<file path="config.mk">
export PLATFORM = sky130hd
export DESIGN_NAME = lsb_mem_sequencer
export DESIGN_NICKNAME = d
export VERILOG_FILES = /design/src/rtl/lsb_mem_sequencer.sv
export SDC_FILE = /design/constraint.sdc
export NUM_CORES = 1
export LEC_CHECK = 0
export ABC_AREA = 0
export BUFFER_PORTS_ARGS = -buffer_cell sky130_fd_sc_hd__buf_2
export CELL_PAD_IN_SITES_DETAIL_PLACEMENT = 1
export CELL_PAD_IN_SITES_GLOBAL_PLACEMENT = 1
export CORE_MARGIN = 2
export CORE_UTILIZATION = 39
export DETAILED_ROUTE_END_ITERATION = 7
export PLACE_DENSITY = 0.82
export SYNTH_ARGS = -nofsm -noshare
export SYNTH_HDL_FRONTEND = slang
export SYNTH_SLANG_ARGS = --single-unit
</file>
<file path="constraint.sdc">
create_clock -name clk_in -period 2.6 [get_ports clk_in]
set_input_delay 0.39 -clock clk_in [delete_from_list [all_inputs] [get_ports clk_in]]
set_output_delay 0.39 -clock clk_in [all_outputs]
set_load 0.005 [all_outputs]
</file>
<file path="src/rtl/lsb_mem_sequencer.sv">
// Byte-serial load/store sequencer between the load/store buffer and a byte-wide memory port.
// Splits byte/half/word requests into little-endian byte transactions and extends load data.
module lsb_mem_sequencer #(
  parameter int ADDR_W = 32
) (
  input  logic              clk_in,
  input  logic              rst_in,
  input  logic              rdy_in,
  input  logic              flush_in,
  input  logic              req_valid_in,
  output logic              req_ready_out,
  input  logic              req_wr_in,
  input  logic [1:0]        req_size_in,
  input  logic              req_sign_in,
  input  logic [ADDR_W-1:0] req_addr_in,
  input  logic [31:0]       req_wdata_in,
  output logic              resp_valid_out,
  output logic [31:0]       resp_data_out,
  output logic              mem_req_out,
  output logic              mem_wr_out,
  output logic [ADDR_W-1:0] mem_addr_out,
  output logic [7:0]        mem_wdata_out,
  input  logic              mem_done_in,
  input  logic [7:0]        mem_rdata_in
);

  typedef enum logic [1:0] {IDLE, ISSUE, WAIT, RESP} state_t;

  state_t            state, state_nxt;
  logic              wr_q, sign_q, drop_q, resp_valid_q;
  logic [1:0]        size_q, idx_q, last_idx;
  logic [ADDR_W-1:0] addr_q;
  logic [31:0]       wdata_q, asm_q, resp_data_q, result;
  logic              last_byte;

  always_comb begin
    last_idx = 2'd3;
    case (size_q)
      2'b00:   last_idx = 2'd0;
      2'b01:   last_idx = 2'd1;
      default: last_idx = 2'd3;
    endcase
  end

  // A flush seen alongside the final done still ends the request here.
  assign last_byte = (idx_q == last_idx) || drop_q || flush_in;

  always_comb begin
    result = asm_q;
    case (size_q)
      2'b00:   result = {{24{sign_q & asm_q[7]}}, asm_q[7:0]};
      2'b01:   result = {{16{sign_q & asm_q[15]}}, asm_q[15:0]};
      default: result = asm_q;
    endcase
    if (wr_q) result = '0;
  end

  always_comb begin
    state_nxt = state;
    if (rdy_in) begin
      case (state)
        IDLE:    if (req_valid_in && !flush_in) state_nxt = ISSUE;
        ISSUE:   state_nxt = WAIT;
        WAIT:    if (mem_done_in) state_nxt = last_byte ? RESP : ISSUE;
        RESP:    state_nxt = IDLE;
        default: state_nxt = IDLE;
      endcase
    end
  end

  // Response is registered on leaving RESP and held while rdy_in is low.
  always_ff @(posedge clk_in or negedge rst_in) begin
    if (!rst_in) begin
      state        <= IDLE;
      wr_q         <= 1'b0;
      sign_q       <= 1'b0;
      size_q       <= '0;
      addr_q       <= '0;
      wdata_q      <= '0;
      idx_q        <= '0;
      drop_q       <= 1'b0;
      asm_q        <= '0;
      resp_valid_q <= 1'b0;
      resp_data_q  <= '0;
    end else if (rdy_in) begin
      state        <= state_nxt;
      resp_valid_q <= 1'b0;
      resp_data_q  <= '0;
      case (state)
        IDLE: begin
          if (req_valid_in && !flush_in) begin
            wr_q    <= req_wr_in;
            sign_q  <= req_sign_in;
            size_q  <= req_size_in;
            addr_q  <= req_addr_in;
            wdata_q <= req_wdata_in;
            idx_q   <= '0;
            asm_q   <= '0;
            drop_q  <= 1'b0;
          end
        end
        ISSUE: begin
          if (flush_in) drop_q <= 1'b1;
        end
        WAIT: begin
          if (flush_in) drop_q <= 1'b1;
          if (mem_done_in) begin
            if (!wr_q) asm_q[{idx_q, 3'b000} +: 8] <= mem_rdata_in;
            if (!last_byte) idx_q <= idx_q + 2'd1;
          end
        end
        RESP: begin
          resp_valid_q <= !drop_q && !flush_in;
          resp_data_q  <= (!drop_q && !flush_in) ? result : '0;
          drop_q       <= 1'b0;
        end
        default: ;
      endcase
    end
  end

  assign req_ready_out  = (state == IDLE);
  assign mem_req_out    = rdy_in && (state == ISSUE);
  assign mem_wr_out     = wr_q;
  assign mem_addr_out   = addr_q + ADDR_W'(idx_q);
  assign mem_wdata_out  = wr_q ? wdata_q[{idx_q, 3'b000} +: 8] : '0;
  assign resp_valid_out = resp_valid_q && rdy_in;
  assign resp_data_out  = resp_data_q;

endmodule

</file>
### Word-level counts from Yosys, hierarchy flattened

Index checks and enable logic that the tools add are counted.
W data, S select, Z words.

| word-level totals | value |
|---|---|
| register bits after elaboration | 138 |

| operators by class | value |
|---|---|
| bitwise gates (word level) | 2 |
| mux-type cells | 23 |
| reduce and logical (&&, ||, !) cells | 17 |
| equality and inequality tests | 10 |
| $add $sub $neg | 3 |
| shift operators | 3 |

Operators by type and width:

| operator | number |
|---|---|
| $mux W32 | 6 |
| $pmux W32 S2 | 2 |
| $add A32 B2 Y32 | 1 |
| $bwmux W32 | 1 |
| $shift A8 B7 Y32 const A | 1 |
| $shiftx A32 B6 Y8 | 1 |
| $shiftx A8 B7 Y32 | 1 |
| $mux W2 | 6 |
| $reduce_and A5 Y1 | 2 |
| $reduce_and A3 Y1 | 3 |
| $mux W8 | 1 |
| $pmux W2 S2 | 2 |
| $pmux W2 S4 | 1 |
| $neg A5 Y7 | 1 |
| $ne A2 B2 Y1 const B | 3 |
| $eq A2 B1 Y1 const B | 2 |
| $eq A2 B2 Y1 const B | 2 |
| $logic_and A1 B1 Y1 | 4 |
| $logic_not A2 Y1 | 2 |
| $ne A2 B1 Y1 const B | 2 |
| $mux W1 | 3 |
| $pmux W1 S3 | 1 |
| $add A2 B1 Y2 const B | 1 |
| $and A1 B1 Y1 | 2 |
| 5 further kinds | 7 |

### Longest topological paths before layout

| depth | value |
|---|---|
| word-level depth | 8 |
| depth in mapped cells | 8 |
| gate-level depth less buffers | 7 |

### Least setup slack after synthesis

No wires, ideal clock.

| timing | value |
|---|---|
| kind | flip-flop to output port |
| from | register idx_q[1] |
| to | output port mem_addr_out[18] |
| path buffers | 1 |
| cell stages (with the launch flop) | 8 |
| path slack | -0.216 ns |
| arrival | 2.426 ns |
| cell sequence | dfrtp_1 buf_1 inv_1 fa_1 nand4b_1 nor4_4 nand4_1 xnor2_1 |

| on the way | value |
|---|---|
| longest elaborated chain between the ends | 1 |

RTL lines:

| item | RTL line | source |
|---|---|---|
| start, declared | 31 | `logic [1:0] size_q, idx_q, last_idx;` |
| start signal, assigned | 109 | `if (!last_byte) idx_q <= idx_q + 2'd1;` |
| $add A32 B2 Y32 | 125 | `assign mem_addr_out = addr_q + ADDR_W'(idx_q);` |
| end, declared | 21 | `output logic [ADDR_W-1:0] mem_addr_out,` |

Every way passes these cells.

### Final worst setup path

| timing | value |
|---|---|
| from | register idx_q[0] |
| to | output port mem_addr_out[12] |

The elaborated chain is that of the path after synthesis.

==> metrics.log <==
INFO  metric htreeDepth = 4
INFO  metric port_buffers = 157
INFO  metric setup.worst_path.start_class = flip-flop
INFO  metric setup_viol = 20
INFO  metric placeableCoreArea = 17,100 sq um
INFO  metric outcome = finished, violations left
INFO  metric vias_per_cell = 5.25
INFO  metric gp_congestion = 0.789
INFO  metric synthesized_netlist_net_count = 642
INFO  metric numCtsBuffers = 17
INFO  metric ant_nets = 0
INFO  metric number_of_hold_slack_violations_in_the_final_timing_report = 0
INFO  metric post_synth_main_area_contributors = sky130_fd_sc_hd__dfrtp_1, sky130_fd_sc_hd__mux2_2, sky130_fd_sc_hd__xnor2_1
INFO  metric wirelength = 17,800 um
INFO  metric hold_path_depth = 2
INFO  metric grt_use_total = 20.1%
INFO  metric path_max_fanout = 3
INFO  metric critPathBufInv = 3
INFO  metric synth-seq-cells = 138
INFO  metric count_of_flip_flops_with_a_built_in_enable_after_synthesis = 0
INFO  metric row_count = 48
INFO  metric antenna_found_initial = 0
INFO  metric grt_pass1_wl = 28,600 um
INFO  metric synth_cell_type_count = 51
INFO  metric hold_class = in2reg
INFO  metric timing_worst_setup_path_type = reg2out
INFO  metric start_util = 39.5%
INFO  metric layout-drive-gt1-share = 43.6%
INFO  metric vdd_ir_drop_max = 0.530 mV
INFO  metric area_growth = 27.2%
INFO  metric worst_clock_skew = 0.00933 ns
INFO  metric detail_route.drc_violations = 0
INFO  metric maxCapViolations = 0
INFO  metric leakage = 4.18 nW
INFO  metric critical_path.cell_chain = ha_2, inv_2, fa_2, nand4b_1, buf_4, or2_4, nor3_2, xor2_1, buf_2
INFO  metric drt-wirelength-per-cell = 18.5 um
INFO  metric placedInstanceArea = 7850 sq um
INFO  metric final_period_minus_worst_setup_slack = 2.90 ns
INFO  metric power.total = 0.00872 W
INFO  metric end_kind = output port
INFO  metric synthArstFlopShare = 100%
INFO  metric syn-instance-count = 548
INFO  metric power_density = 1020 nW/um^2
INFO  metric synth_top_cell_area_share = 51.3%
INFO  metric post_synth.cell_area_avg = 12.3 sq um
INFO  metric dominantRegCellSynth = sky130_fd_sc_hd__dfrtp_1
INFO  metric synth_warnings = 0
INFO  metric path_delay_family = simple AND/OR/NAND/NOR gates
INFO  metric worst_slew_pin_slew = 1.15 ns
INFO  metric die-width = 135 um
INFO  metric floorplan.die.height = 135 um
INFO  metric syn_area = 6730 sq um
INFO  metric num_antenna_cells = 0
INFO  metric finish.net_count = 816
INFO  metric finalCoreUtilization = 50.2%
INFO  metric final-max-slew-violation-count = 0
INFO  metric stdcell_area = 8560 sq um
INFO  metric dp.final_hpwl = 12,700 um
INFO  metric gr-total-overflow = 0
INFO  metric design.portCount = 158
INFO  metric clk_transition_reported_paths = 0.06 ns
INFO  metric grt_start_max_net_pins = 73
INFO  metric clockRootBuffer = sky130_fd_sc_hd__clkbuf_16
INFO  metric cp_data_arrival_time = 2.51 ns
INFO  metric slew_headroom = 23.0%
INFO  metric floorplan.die_area = 18,300 sq um
INFO  metric cts-root-to-sink-buffers = 2
INFO  metric worst_ep_required = 2.21 ns
INFO  metric rr_worst_depth = 7
INFO  metric layout_setup_ws = -0.304 ns
INFO  metric pre_cts_ws = 0.0548 ns
INFO  metric grt_setup_unrepaired = true
INFO  metric violated_checks = setup timing
INFO  metric drt_pass1_iterations = 4
INFO  metric critPathSlowestCell = sky130_fd_sc_hd__dfrtp_1
INFO  metric period_share = 112%
INFO  metric cts_tree = done
INFO  metric post-synth-top-count-cell = sky130_fd_sc_hd__dfrtp_1
INFO  metric num_vias = 5,032
INFO  metric synth.top_cells.by_count = sky130_fd_sc_hd__dfrtp_1, sky130_fd_sc_hd__mux2_2, sky130_fd_sc_hd__inv_1, sky130_fd_sc_hd__nand2_1, sky130_fd_sc_hd__xnor2_1
INFO  metric vias_in_the_first_global_route = 5,422
INFO  metric clock_network_latency_to_the_later_pin_of_the_worst_skew_pair = 0.42 ns
INFO  metric timing.fmax = 344 MHz
INFO  metric detailedRoute.firstIterationViolations = 151
INFO  metric number_of_clock_sinks_seen_by_cts = 138
INFO  metric synth.largest_area_cell = sky130_fd_sc_hd__dfrtp_1
INFO  metric synth.yosys.seq_area_share = 51.3%
INFO  metric timing.critical_path.depth = 9
INFO  metric slowest_delay = 0.36 ns
==> cell families (layout without fill, tap and decap cells) <==
family	count (synthesis)	after routing	share of synthesized area, %
AND/OR/NAND/NOR	145	145	13.1
flip-flops	138	138	51.3
adder cells (fa/ha/maj)	12	12	2.34
XOR/XNOR	31	31	4.03
buffers and inverters	56	242	3.46
AO/OA/AOI/OAI	73	73	9.18
multiplexers	93	93	16.6
==> worst paths after layout <==
check	endpoint	startpoint	slack (ns)
max	mem_addr_out[12]	idx_q[0]	-0.30
min	size_q[0]	req_size_in[0]	0.20
max reg2reg	asm_q[5]	state[0]	0.35
min reg2reg	resp_data_out[22]	resp_data_out[22]	0.48
max in group asynchronous	addr_q[8]	rst_in	1.42
min in group asynchronous	resp_data_out[28]	rst_in	0.46
==> layout by cell type, fill, tap and decap left out, drive strengths merged, types with 8 or more instances in the layout <==
cell type  instances
a21bo              8
a21o               8
a22o               8
and2               9
and3               8
and4              12
buf              178
clkbuf            21
dfrtp            138
ha                11
inv               32
mux2              68
mux2i             17
mux4               8
nand2             32
nand3             13
nand4             20
nor2              12
nor2b             19
o2bb2ai           24
xnor2             25
==> where the power goes <==
part	internal, W	switching, W	leakage [nW]	total (W)
logic	0.00153	0.00138	2.12	0.00291
registers	0.00279	0.000600	1.80	0.00339
clock network	0.00148	0.000935	0.274	0.00242
==> what timing repair did <==
| action | in CTS | in global routing |
|---|---|---|
| cloned | 1 | 0 |
| hold buffers | 1 | 0 |
| resized for setup | 13 | 5 |
| hold endpoints to repair | 41 | 0 |
| buffers inserted | 3 | 0 |
| pin swaps | 12 | 9 |
| setup endpoints to repair | 25 | 26 |
==> state kept, by name (all words and copies together) (netlist names) <==
| register | count |
|---|---|
| addr_q | 32 |
| asm_q | 32 |
| resp_data_out | 32 |
| wdata_q | 32 |
| idx_q | 2 |
| size_q | 2 |
| state | 2 |
| drop_q | 1 |
| mem_wr_out | 1 |
| resp_valid_q | 1 |
| sign_q | 1 |
==> stage by stage <==
step	TNS, ns	instances	hold WS [ns]
6_report	-3.80	959	0.200
5_1_grt	-7.60	959	0.189
4_1_cts	-5.01	959	0.187
3_5_place_dp	0	923	0.332
3_3_place_gp	0	923	0.321
2_1_floorplan	0	548	0.0944
==> final cells by class <==
| class | count | area [sq um] |
|---|---|---|
| multi-input combinational | 354 | 3110 |
| clock inverter | 10 | 116 |
| fill | 1841 | 8500 |
| inverter | 31 | 116 |
| tap | 225 | 282 |
| clock buffer | 21 | 470 |
| sequential | 138 | 3450 |
| timing repair buffer | 180 | 1010 |
==> routing by layer <==
metal,global-route usage (%),vias up,part of all wire (%)
li1,-,2303,-
met1,24.4,2579,42
met2,34.9,134,51
met3,5.65,16,5.9
met4,6.02,0,1.2
met5,0,-,0
(Power assumes the default switching activity.)
